$ cat config.mk
export PLATFORM = sky130hd
export DESIGN_NAME = riscv_fetch_unit
export DESIGN_NICKNAME = d
export VERILOG_FILES = /design/src/rtl/riscv_pkg.sv /design/src/rtl/riscv_fetch_fifo.sv /design/src/rtl/riscv_fetch_unit.sv
export SDC_FILE = /design/constraint.sdc
export NUM_CORES = 1
export LEC_CHECK = 0
export BUFFER_PORTS_ARGS = -buffer_cell sky130_fd_sc_hd__buf_2
export CAP_MARGIN = 5
export CORE_MARGIN = 5
export CORE_UTILIZATION = 60
export DETAILED_ROUTE_END_ITERATION = 10
export MAX_ROUTING_LAYER = met4
export PLACE_DENSITY = 0.89
export SETUP_SLACK_MARGIN = 0.2
export SLEW_MARGIN = 20
export SYNTH_ARGS = -nofsm -noshare
export SYNTH_HDL_FRONTEND = slang
export SYNTH_SLANG_ARGS = --single-unit
$ cat constraint.sdc
create_clock -name clk -period 7.6 [get_ports clk]
set_input_delay 0 -clock clk [delete_from_list [all_inputs] [get_ports clk]]
set_output_delay 0 -clock clk [all_outputs]
set_load 0.02 [all_outputs]
$ cat src/rtl/riscv_pkg.sv
`default_nettype none
// ============================================================================
//  Module      : riscv_pkg
//  Description : Shared types for the instruction fetch stage.
//  Revision    : 1.0 - initial release
// ============================================================================
package riscv_pkg;

    localparam int unsigned XLEN = 32;

    typedef enum logic [0:0] {
        S_BOOT = 1'b0,
        S_RUN  = 1'b1
    } fetch_state_e;

    typedef struct packed {
        logic [XLEN-1:0] pc;
        logic [XLEN-1:0] instr;
    } fetch_entry_t;

    // Saturating 32-bit add used by the performance counters.
    function automatic logic [31:0] sat_add(input logic [31:0] a, input logic [31:0] b);
        logic [32:0] sum;
        sum = {1'b0, a} + {1'b0, b};
        return sum[32] ? 32'hFFFF_FFFF : sum[31:0];
    endfunction

endpackage
`default_nettype wire

$ cat src/rtl/riscv_fetch_fifo.sv
`default_nettype none
// ============================================================================
//  Module      : riscv_fetch_fifo
//  Description : Synchronous FIFO with flush; head is presented combinationally.
//  Revision    : 1.0 - initial release
// ============================================================================
module riscv_fetch_fifo #(
    parameter int unsigned WIDTH = 32,
    parameter int unsigned DEPTH = 4
) (
    input  logic                     clk,
    input  logic                     reset_n,
    input  logic                     flush,
    input  logic                     push,
    input  logic [WIDTH-1:0]         push_data,
    input  logic                     pop,
    output logic [WIDTH-1:0]         head_data,
    output logic [$clog2(DEPTH):0]   count
);

    localparam int unsigned c_aw = $clog2(DEPTH);

    logic [WIDTH-1:0] r_mem [DEPTH];
    logic [c_aw:0]    r_wr_ptr;
    logic [c_aw:0]    r_rd_ptr;

    // Extra pointer bit distinguishes full from empty.
    assign count     = r_wr_ptr - r_rd_ptr;
    assign head_data = (count == '0) ? '0 : r_mem[r_rd_ptr[c_aw-1:0]];

    always_ff @(posedge clk or negedge reset_n) begin
        if (!reset_n) begin
            r_wr_ptr <= '0;
            r_rd_ptr <= '0;
        end else if (flush) begin
            r_wr_ptr <= '0;
            r_rd_ptr <= '0;
        end else begin
            if (push) r_wr_ptr <= r_wr_ptr + (c_aw+1)'(1);
            if (pop)  r_rd_ptr <= r_rd_ptr + (c_aw+1)'(1);
        end
    end

    always_ff @(posedge clk) begin
        if (push && !flush) r_mem[r_wr_ptr[c_aw-1:0]] <= push_data;
    end

endmodule
`default_nettype wire

$ cat src/rtl/riscv_fetch_unit.sv
`default_nettype none
// ============================================================================
//  Module      : riscv_fetch_unit
//  Description : Credit-limited instruction fetch with prefetch FIFO and flush.
//                Optional FETCH_PERF_EN adds saturating performance counters.
//  Revision    : 1.0 - initial release
// ============================================================================
module riscv_fetch_unit #(
    parameter int unsigned      XLEN       = 32,
    parameter logic [XLEN-1:0]  RESET_PC   = '0,
    parameter int unsigned      FIFO_DEPTH = 4
) (
    input  logic            clk,
    input  logic            reset_n,
`ifdef FETCH_PERF_EN
    output logic [31:0]     perf_fetched,
    output logic [31:0]     perf_stall,
    output logic [31:0]     perf_flushed,
`endif
    output logic            imem_req_valid,
    input  logic            imem_req_ready,
    output logic [XLEN-1:0] imem_req_addr,
    input  logic            imem_rsp_valid,
    input  logic [XLEN-1:0] imem_rsp_data,
    input  logic            redirect_valid,
    input  logic [XLEN-1:0] redirect_pc,
    output logic            if_valid,
    input  logic            if_ready,
    output logic [XLEN-1:0] if_pc,
    output logic [XLEN-1:0] if_instr
);

    import riscv_pkg::*;

    localparam int unsigned c_cw = $clog2(FIFO_DEPTH) + 1;

    fetch_state_e       r_state;
    fetch_state_e       w_state_next;
    logic [XLEN-1:0]    r_fetch_pc;
    logic [c_cw-1:0]    r_discard;
    logic [c_cw-1:0]    w_tag_count;
    logic [c_cw-1:0]    w_fifo_count;
    logic [c_cw-1:0]    w_outstanding;
    logic [c_cw:0]      w_inflight;
    logic [XLEN-1:0]    w_tag_pc;
    logic [2*XLEN-1:0]  w_head;
    logic [XLEN-1:0]    w_redirect_pc;
    logic               w_req_fire;
    logic               w_rsp_take;
    logic               w_pop;

    // Requests whose tags were flushed are exactly the ones still to be discarded.
    assign w_outstanding  = w_tag_count + r_discard;
    assign w_inflight     = {1'b0, w_outstanding} + {1'b0, w_fifo_count};
    assign imem_req_valid = (r_state == S_RUN) && (w_inflight < (c_cw+1)'(FIFO_DEPTH))
                            && !redirect_valid;
    assign imem_req_addr  = r_fetch_pc;
    assign w_req_fire     = imem_req_valid && imem_req_ready;
    assign w_rsp_take     = imem_rsp_valid && (r_discard == '0);
    assign w_redirect_pc  = redirect_pc & {{(XLEN-2){1'b1}}, 2'b00};

    assign if_valid = (w_fifo_count != '0);
    assign if_pc    = w_head[2*XLEN-1:XLEN];
    assign if_instr = w_head[XLEN-1:0];
    assign w_pop    = if_valid && if_ready;

    riscv_fetch_fifo #(.WIDTH(XLEN), .DEPTH(FIFO_DEPTH)) u_tag_q (
        .clk       (clk),
        .reset_n   (reset_n),
        .flush     (redirect_valid),
        .push      (w_req_fire),
        .push_data (r_fetch_pc),
        .pop       (w_rsp_take),
        .head_data (w_tag_pc),
        .count     (w_tag_count)
    );

    riscv_fetch_fifo #(.WIDTH(2*XLEN), .DEPTH(FIFO_DEPTH)) u_entry_q (
        .clk       (clk),
        .reset_n   (reset_n),
        .flush     (redirect_valid),
        .push      (w_rsp_take && !redirect_valid),
        .push_data ({w_tag_pc, imem_rsp_data}),
        .pop       (w_pop),
        .head_data (w_head),
        .count     (w_fifo_count)
    );

    always_ff @(posedge clk or negedge reset_n) begin
        if (!reset_n) r_state <= S_BOOT;
        else          r_state <= w_state_next;
    end

    always_comb begin
        w_state_next = r_state;
        case (r_state)
            S_BOOT:  w_state_next = S_RUN;
            S_RUN:   w_state_next = S_RUN;
            default: w_state_next = S_BOOT;
        endcase
    end

    always_ff @(posedge clk or negedge reset_n) begin
        if (!reset_n) begin
            r_fetch_pc <= RESET_PC;
            r_discard  <= '0;
        end else if (redirect_valid) begin
            r_fetch_pc <= w_redirect_pc;
            r_discard  <= w_outstanding - {{(c_cw-1){1'b0}}, imem_rsp_valid};
        end else begin
            if (w_req_fire) r_fetch_pc <= r_fetch_pc + XLEN'(4);
            if (imem_rsp_valid && (r_discard != '0)) r_discard <= r_discard - c_cw'(1);
        end
    end

`ifdef FETCH_PERF_EN
    logic [31:0] r_perf_fetched;
    logic [31:0] r_perf_stall;
    logic [31:0] r_perf_flushed;
    logic [31:0] w_flush_inc;

    always_comb begin
        w_flush_inc = '0;
        if (redirect_valid)
            w_flush_inc = 32'(w_fifo_count) - 32'(w_pop) + 32'(imem_rsp_valid);
        else if (imem_rsp_valid && (r_discard != '0))
            w_flush_inc = 32'd1;
    end

    always_ff @(posedge clk or negedge reset_n) begin
        if (!reset_n) begin
            r_perf_fetched <= '0;
            r_perf_stall   <= '0;
            r_perf_flushed <= '0;
        end else begin
            r_perf_fetched <= sat_add(r_perf_fetched, 32'(w_pop));
            r_perf_stall   <= sat_add(r_perf_stall,
                                      32'(if_ready && !if_valid && (r_state == S_RUN)));
            r_perf_flushed <= sat_add(r_perf_flushed, w_flush_inc);
        end
    end

    assign perf_fetched = r_perf_fetched;
    assign perf_stall   = r_perf_stall;
    assign perf_flushed = r_perf_flushed;
`endif

endmodule
`default_nettype wire

==> results of run 1 <==
## stage by stage
stage          worst slack, ns  cells  hold WS [ns]  instance area (sq um)
6_report                 2.982   1556       0.05313                  19980
5_1_grt                  2.632   1556        0.1153                  19980
4_1_cts                  2.970   1556       0.07359                  19970
3_5_place_dp             2.976   1418        0.2123                  18000
3_3_place_gp             3.091   1418        0.2037                  18000
2_1_floorplan            3.226    914       -0.2956                  16820
## logic make-up after synthesis
logic type	Yosys count	synth area share (%)
AOI/OAI and AO/OA	53	1.980
xor gates and xnor gates	20	1.124
adders and majority gates	23	1.846
buffers and inverters	64	1.616
DFF	414	72.60
muxes	96	12.57
other	2	0.04469
and+or+nand+nor	239	8.212
## state kept, by name (all words and copies together) (netlist names)
| name | count |
|---|---|
| u_entry_q.r_rd_ptr | 3 |
| r_state | 1 |
| imem_req_addr | 30 |
| r_discard | 3 |
| u_tag_q.r_mem | 120 |
| u_tag_q.r_rd_ptr | 3 |
| u_tag_q.r_wr_ptr | 3 |
| u_entry_q.r_wr_ptr | 3 |
| u_entry_q.r_mem | 248 |
## worst max-delay path by stage
stage                                   start                   end  slack [ns]
after floorplan           u_tag_q.r_rd_ptr[1]  u_tag_q.r_mem[0][10]        3.23
after global placement    u_tag_q.r_wr_ptr[0]  u_tag_q.r_mem[1][28]        3.09
after detailed placement  u_tag_q.r_wr_ptr[0]  u_tag_q.r_mem[1][13]        2.98
after CTS                 u_tag_q.r_wr_ptr[0]  u_tag_q.r_mem[1][13]        2.97
after global routing      u_tag_q.r_wr_ptr[0]  u_tag_q.r_mem[0][19]        2.63
final                     u_tag_q.r_wr_ptr[0]  u_tag_q.r_mem[1][13]        2.98
## final cells by class
cell class              instances  share of cell area (%)
multi-input cells             436                   21.82
clock buffers                  57                   5.587
well taps                     378                   2.368
clock inverters                15                  0.9834
repair buffers                239                   7.805
flip-flops and latches        414                   61.12
inverters                      17                  0.3194
## layout by cell type, fill, tap and decap left out, types with 13 or more instances in the layout
cell           instances
clkbuf_16             41
buf_2                160
clkbuf_1              13
mux4_2                92
inv_1                 17
nand3_1               14
buf_4                 13
nand2_1               47
dfrtp_1               43
nor2_1                21
edfxtp_1             368
o21ai_0               25
dlygate4sd3_1         66
and2_1                63
nor2b_1               41
ha_1                  20
## power groups by stage
stage | registers, mW | logic (mW) | clock network (mW)
4_1_cts | 2.80 | 1.88 | 1.99
3_3_place_gp | 2.83 | 1.79 | 0
3_5_place_dp | 2.85 | 1.84 | 0
6_report | 2.80 | 1.86 | 1.96
5_1_grt | 2.82 | 2.02 | 2.10
2_1_floorplan | 2.81 | 1.26 | 0
## routing by layer
metal  track usage (%)  vias up  routed length [um]
li1                  -     4022                   -
met1             31.66     4604               13720
met3             3.515       40                2530
met5                 -        -                   0
met2             36.70      392               17080
met4             4.641        0                 480
## cells in the mapped netlist, drive strengths merged (3+ instances only)
cell type,number
dfrtp,46
nor2b,41
or3,3
nand2,48
o211ai,8
a21oi,7
xnor2,10
nand3b,5
nor4,3
xor2,9
clkbuf,27
buf,20
fa,3
nor2,21
mux2i,3
mux4,92
nand4,11
and3,7
inv,17
o21ai,25
ha,20
edfxtp,368
and2,71
nand3,15
nor3,4
o311ai,7
## worst max-delay path: stages, from the launching register on
cell and delay (ns):
dfrtp_1 0.43, inv_1 0.12, ha_1 0.15, inv_1 0.05
fa_1 0.50, fa_1 0.42, xnor2_1 0.21, xnor2_1 0.19
ha_1 0.28, nor3_1 0.22, nor3b_2 0.62, buf_4 0.32
and2_2 0.72
==> flow_summary.json, run 1 <==
{
  "max_freq_mhz": 216.5,
  "multiInputGateArea_sq_um": 4359,
  "overflow": 0,
  "synthArstFlopShare_pct": 11.11,
  "p_switching_mw": 2.008,
  "cts_buffer_depth": 3,
  "fillers": 1567,
  "cts_made_buffers": 40,
  "postSynthAreaPerCell_sq_um": 18.45,
  "ant_nets": 0,
  "grt_max_degree": 71,
  "synth_top_area_cell": "edfxtp_1",
  "mappedNetlistArea_sq_um": 16810,
  "leakage_nw": 7.004,
  "routed_wl_um": 33820,
  "cts_sinks": 414,
  "rows": 61,
  "p_seq_share_pct": 42.3,
  "r2r_end": "u_tag_q.r_mem[1][13]",
  "cp-start-kind": "flop",
  "post-route-util_pct": 72.10,
  "intPower_mw": 4.611,
  "post_drt_wl_per_cell_um": 21.73,
  "clk_latency_ns": 0.52,
  "die_area_sq_um": 31460,
  "finalSetupTns_ns": 0,
  "max_slew_margin_pct": 37.00,
  "htree_levels": 2,
  "synthTopCellsByArea": "edfxtp_1 66%, mux4_2 12%, dfrtp_1 6.8%, and2_1 2.6%, nor2b_1 1.5%",
  "required_ns": 7.73,
  "ir_drop_v": 0.0001792,
  "synthFlopType": "edfxtp_1",
  "fin_total_pwr_mw": 6.619,
  "drtIter0Drc": 849,
  "report.final.slew_viol_count": 0,
  "rsz0062_at_grt": "no",
  "via_per_inst": 5.821,
  "grt_pass1_wl_um": 53500,
  "grt_usage_pct": 22.69,
  "p_per_area_nw_per_um2": 331.4,
  "path_class": "reg -> reg",
  "synth_top_cell_area_share_pct": 65.75,
  "synth_seq_area_share_pct": 72.60,
  "clock-root-buffer": "clkbuf_16",
  "min_period_ns": 4.618,
  "tritoncts": "yes",
  "seq_area_sq_um": 12210,
  "coreArea_sq_um": 27710,
  "yosys_register_bits": 414,
  "p_clk_share_pct": 29.6,
  "cp_max_fo": 30,
  "vias": 9058,
  "period_share_pct": 60.76,
  "setup_viol": 0,
  "first_pass_iters": 6,
  "area_growth_pct": 18.86,
  "io_pins": 168,
  "synth_cell_types": 47,
  "cap_violations": 0,
  "hold_viol": 0,
  "antenna_found_initial": 0,
  "holdBufCountCts": 66,
  "yosysWarnings": 0,
  "switching_share_pct": 30.34,
  "antenna_cells": 0,
  "clk_pin_slew_ns": 0.06,
  "skew_ns": 0.01443,
  "endpoint_kind": "flop",
  "nNetsFinal": 1241,
  "timing.rr.start": "u_tag_q.r_wr_ptr[0]",
  "cts_resized": 0,
  "grt_pass1_vias": 9551,
  "port_buffers": 161,
  "worst-endpoint-arrival_ns": 4.75,
  "r2r_slack_ns": 2.98,
  "comb_power_share_pct": 28.1,
  "netlist_instances": 911,
  "post_cts_buffers": 0,
  "die_x_um": 177.4,
  "synth_edf_count": 368,
  "gp_congestion": 0.8433,
  "drc": 0,
  "status": "finished clean",
  "hp-class": "in -> async",
  "drive_gt1_share_pct": 28.86,
  "rr_worst_depth": 12,
  "die_h_um": 177.4,
  "tightest_slew_ns": 0.9450,
  "dp_hpwl_um": 19450,
  "start_util_pct": 60.66
}
Note: power is estimated with default switching activity, not from simulation.
==> inputs of run 2 (changes only) <==
--- a/config.mk
+++ b/config.mk
@@ -8,10 +8,10 @@
 export BUFFER_PORTS_ARGS = -buffer_cell sky130_fd_sc_hd__buf_2
 export CAP_MARGIN = 5
 export CORE_MARGIN = 5
-export CORE_UTILIZATION = 60
+export CORE_UTILIZATION = 53
 export DETAILED_ROUTE_END_ITERATION = 10
 export MAX_ROUTING_LAYER = met4
-export PLACE_DENSITY = 0.89
+export PLACE_DENSITY = 0.84
 export SETUP_SLACK_MARGIN = 0.2
 export SLEW_MARGIN = 20
 export SYNTH_ARGS = -nofsm -noshare
==> constraint.sdc (replaced) <==
create_clock -name clk -period 4 [get_ports clk]
set_input_delay 0 -clock clk [delete_from_list [all_inputs] [get_ports clk]]
set_output_delay 0 -clock clk [all_outputs]
set_load 0.02 [all_outputs]
==> flow_summary.json, run 2 (same netlist as run 1, synthesis figures left out) <==
{
  "clock-root-buffer": "clkbuf_16",
  "fin_total_pwr_mw": 12.92,
  "antenna_cells": 0,
  "nNetsFinal": 1259,
  "layout_common_cells": "368 x edfxtp_1, 160 x buf_2, 92 x mux4_2",
  "setup_viol": 0,
  "tritoncts": "yes",
  "routed_wl_um": 34610,
  "grt_max_degree": 65,
  "ant_nets": 0,
  "overflow": 0,
  "hp-class": "in -> async",
  "dp_hpwl_um": 19720,
  "layout_commonest_cell": "edfxtp_1",
  "cpPeakStageDelay_ns": 0.48,
  "status": "finished clean",
  "cap_violations": 0,
  "p_per_area_nw_per_um2": 636.0,
  "rows": 65,
  "via_per_inst": 5.734,
  "drive_gt1_share_pct": 31.19,
  "leakage_nw": 7.166,
  "post-route-util_pct": 64.71,
  "largest_register_ff_count": 248,
  "finalSetupTns_ns": 0,
  "first_pass_iters": 5,
  "cts_buffer_depth": 3,
  "path_class": "reg -> reg",
  "period_share_pct": 91.22,
  "io_pins": 168,
  "post_drt_wl_per_cell_um": 21.61,
  "start_util_pct": 53.54,
  "grt_pass1_wl_um": 54400,
  "critPathSlowestCell": "fa_2",
  "tightest_slew_ns": 0.9499,
  "grt_usage_pct": 20.00,
  "fillers": 2052,
  "die_x_um": 188.1,
  "port_buffers": 161,
  "skew_ns": 0.01624,
  "whs_ns": 0.07511,
  "drtIter0Drc": 698,
  "gp_congestion": 0.8210,
  "required_ns": 4.42,
  "ir_drop_v": 0.0003727,
  "worst-endpoint-arrival_ns": 4.06,
  "htree_levels": 2,
  "min_period_ns": 3.649,
  "cp-start-kind": "flop",
  "endpoint_kind": "flop",
  "hold_viol": 0,
  "clk_pin_slew_ns": 0.07,
  "crit_chain": "inv_2, ha_1, inv_1, fa_2, fa_2, xnor2_2, xnor2_2, ha_1, nor3_4, nor3b_4, buf_6, nand2_1, or3_1, a221o_1",
  "cp_max_fo": 4,
  "drc": 0,
  "antenna_found_initial": 0,
  "clk_latency_ns": 0.53,
  "die_h_um": 188.1,
  "cts_made_buffers": 42,
  "max_freq_mhz": 274.1,
  "max_slew_margin_pct": 36.67,
  "cts_sinks": 414,
  "report.final.slew_viol_count": 0,
  "rsz0062_at_grt": "no",
  "coreArea_sq_um": 31390,
  "grt_pass1_vias": 9675,
  "die_area_sq_um": 35370,
  "vias": 9180,
  "area_growth_pct": 20.87
}
## run 2: area by class of cell
type	count	area, sq um	area share [%]
Clock buffer	52	1172	5.771
Clock inverter	25	235.2	1.158
Inverter	17	63.81	0.3141
Multi-Input combinational cell	440	4453	21.92
Sequential cell	414	12210	60.10
Tap cell	402	503.0	2.476
Timing Repair Buffer	251	1678	8.260
## run 2: repair_timing
action | in CTS | in global routing
hold buffers | 66 | 0
pin swaps | 3 | 9
gates resized for setup | 3 | 12
gates cloned | 0 | 4
setup buffers | 0 | 5
endpoints found under the setup margin | 125 | 145
endpoints found under the hold margin | 216 | 0
## run 2: worst paths after layout
path                                      from                     to  slack, ns  cells after the start
max reg2reg                u_tag_q.r_wr_ptr[0]      imem_req_addr[31]       0.35                     14
min                                    reset_n       imem_req_addr[6]       0.08                      2
max                        u_tag_q.r_wr_ptr[0]      imem_req_addr[31]       0.35                     14
min in group clk                imem_req_ready    u_tag_q.r_wr_ptr[1]       0.14                      6
max in group asynchronous              reset_n  u_entry_q.r_rd_ptr[0]       3.44                      2
min reg2reg                u_tag_q.r_wr_ptr[2]    u_tag_q.r_wr_ptr[2]       0.53                      2
## run 2: routing by layer
layer	wire [um]	GRT usage, %
met1	14250	27.01
met2	17510	32.74
met3	2339	3.313
met4	501	4.291
met5	0	-
## run 2: power breakdown
group / switching [mW] / internal [mW]
Sequential: 0.169 / 5.11
Clock: 1.57 / 2.34
Combinational: 2.25 / 1.48
Total: 3.99 / 8.93
## run 2: critical path, delay by kind of cell (launching register included)
family,cells,cell delay (ns)
compound gates,1,0.32
xor+xnor,2,0.34
fa+ha+maj,4,1.32
buf+inv,3,0.29
flops,1,0.42
simple gates,4,0.86
## run 2: per-stage QoR
step / worst slack [ns] / std cells / area (sq um)
after floorplan: 0.2469 / 914 / 16830
after CTS: 0.1889 / 1592 / 20200
final: 0.3513 / 1601 / 20310
after global routing: 0.2067 / 1601 / 20310
after detailed placement: 0.1298 / 1449 / 18120
after global placement: 0.1821 / 1449 / 18120
==> inputs of run 3 (changes only) <==
--- a/config.mk
+++ b/config.mk
@@ -5,7 +5,7 @@
 export SDC_FILE = /design/constraint.sdc
 export NUM_CORES = 1
 export LEC_CHECK = 0
-export BUFFER_PORTS_ARGS = -buffer_cell sky130_fd_sc_hd__buf_2
+export BUFFER_PORTS_ARGS = -buffer_cell sky130_fd_sc_hd__buf_4
 export CAP_MARGIN = 5
 export CORE_MARGIN = 5
 export CORE_UTILIZATION = 53
==> flow_summary.json, run 3 (same netlist as run 1, synthesis figures left out) <==
{
  "p_per_area_nw_per_um2": 632.5,
  "antenna_cells": 0,
  "grt_max_degree": 71,
  "cts_made_buffers": 42,
  "cp-start-kind": "flop",
  "start_util_pct": 53.54,
  "routed_wl_um": 34210,
  "area_growth_pct": 22.86,
  "cpPeakStageDelay_ns": 0.52,
  "tightest_slew_ns": 0.9394,
  "post_drt_wl_per_cell_um": 21.43,
  "setup_viol": 0,
  "status": "finished clean",
  "grt_usage_pct": 20.00,
  "gp_congestion": 0.7839,
  "grt_pass1_wl_um": 54410,
  "period_share_pct": 94.21,
  "layout_commonest_cell": "edfxtp_1",
  "port_buffers": 161,
  "hp-class": "in -> async",
  "htree_levels": 2,
  "rows": 65,
  "hold_viol": 0,
  "report.final.slew_viol_count": 0,
  "critPathTopFamily": "adder cells",
  "drive_gt1_share_pct": 30.15,
  "r2r_slack_ns": 0.24,
  "first_pass_iters": 5,
  "antenna_found_initial": 0,
  "die_area_sq_um": 35370,
  "ant_nets": 0,
  "fin_total_pwr_mw": 13.06,
  "drtIter0Drc": 545,
  "vias": 9160,
  "largest_register_ff_count": 248,
  "die_x_um": 188.1,
  "grt_pass1_vias": 9746,
  "clock-root-buffer": "clkbuf_16",
  "max_slew_margin_pct": 37.37,
  "leakage_nw": 7.208,
  "via_per_inst": 5.739,
  "cts_sinks": 414,
  "die_h_um": 188.1,
  "cap_violations": 0,
  "finalSetupTns_ns": 0,
  "crit_chain": "inv_1, ha_1, inv_1, fa_2, fa_2, xnor2_2, xnor2_2, ha_1, nor3_4, nor4bb_1, buf_4",
  "tritoncts": "yes",
  "min_period_ns": 3.769,
  "overflow": 0,
  "required_ns": 4.00,
  "clk_latency_ns": 0.53,
  "cp_max_fo": 3,
  "layout_common_cells": "368 x edfxtp_1, 175 x buf_4, 92 x mux4_2",
  "rsz0062_at_grt": "no",
  "drc": 0,
  "max_freq_mhz": 265.4,
  "fillers": 1991,
  "ir_drop_v": 0.0003964,
  "endpoint_kind": "primary output",
  "coreArea_sq_um": 31390,
  "cts_buffer_depth": 3,
  "nNetsFinal": 1253,
  "path_class": "reg -> out",
  "worst-endpoint-arrival_ns": 3.77,
  "clk_pin_slew_ns": 0.06,
  "io_pins": 168,
  "crit_buf_inv": 3,
  "critPathSlowestCell": "nor4bb_1",
  "skew_ns": 0.01919,
  "dp_hpwl_um": 19900
}
## run 3: changes by cell type in the layout (fill, tap and decap cells not counted), sizes merged
cell,before,now
clkbuf,52,56
bufinv,4,2
buf,185,182
clkinv,19,17
and2,75,72
inv,17,18
## run 3: cell type report
cell class	count	area [sq um]	area share (%)
multi-input combinational	437	4427	21.44
timing repair buffer	248	2115	10.24
clock buffer	56	1177	5.702
sequential	414	12210	59.12
tap	402	503.0	2.436
inverter	17	63.81	0.3090
clock inverter	22	155.1	0.7514
## run 3: report_power, final
group / internal, mW / switching (mW)
clock: 2.20 / 1.53
combinational: 1.76 / 2.29
sequential: 5.11 / 0.167
total: 9.07 / 3.99
## run 3: path summary, 6_finish.rpt
| path | startpoint | endpoint | cells after the start |
|---|---|---|---|
| min in group clk | imem_req_ready | u_tag_q.r_wr_ptr[1] | 6 |
| max in group asynchronous | reset_n | u_entry_q.r_rd_ptr[0] | 2 |
| max | u_tag_q.r_wr_ptr[0] | imem_req_valid | 11 |
| max reg2reg | u_tag_q.r_wr_ptr[0] | imem_req_addr[31] | 14 |
| min | reset_n | imem_req_addr[3] | 2 |
| min reg2reg | u_tag_q.r_wr_ptr[2] | u_tag_q.r_wr_ptr[2] | 2 |
## run 3: metal layers
metal  vias to the layer above  wire, um  track usage [%]  share of wire, %
li1                       4051         -                -                 -
met1                      4692     14140            26.84                41
met2                       360     17250            32.56                50
met3                        57      2227            3.611               6.5
met4                         0       590            4.602               1.7
met5                         -         0                -                 0
## run 3: repair_timing
item	4_1_cts	5_1_grt
buffers inserted	1	0
hold buffers	66	0
hold endpoints to repair	213	0
resized for setup	5	7
gates cloned	1	0
setup endpoints to repair	96	67
pin swaps	3	2
## run 3: stage by stage
stage	std cells	utilization (%)	hold slack (ns)	setup slack, ns	instance area, sq um
floorplan	914	-	-0.2956	0.2469	16830
global placement	1450	59.22	0.05274	0.2149	18590
detailed placement	1450	59.22	0.05219	0.07389	18590
CTS	1596	65.68	0.02998	0.2298	20620
global route	1596	65.78	0.07139	0.1129	20650
finish	1596	65.78	0.02203	0.2314	20650
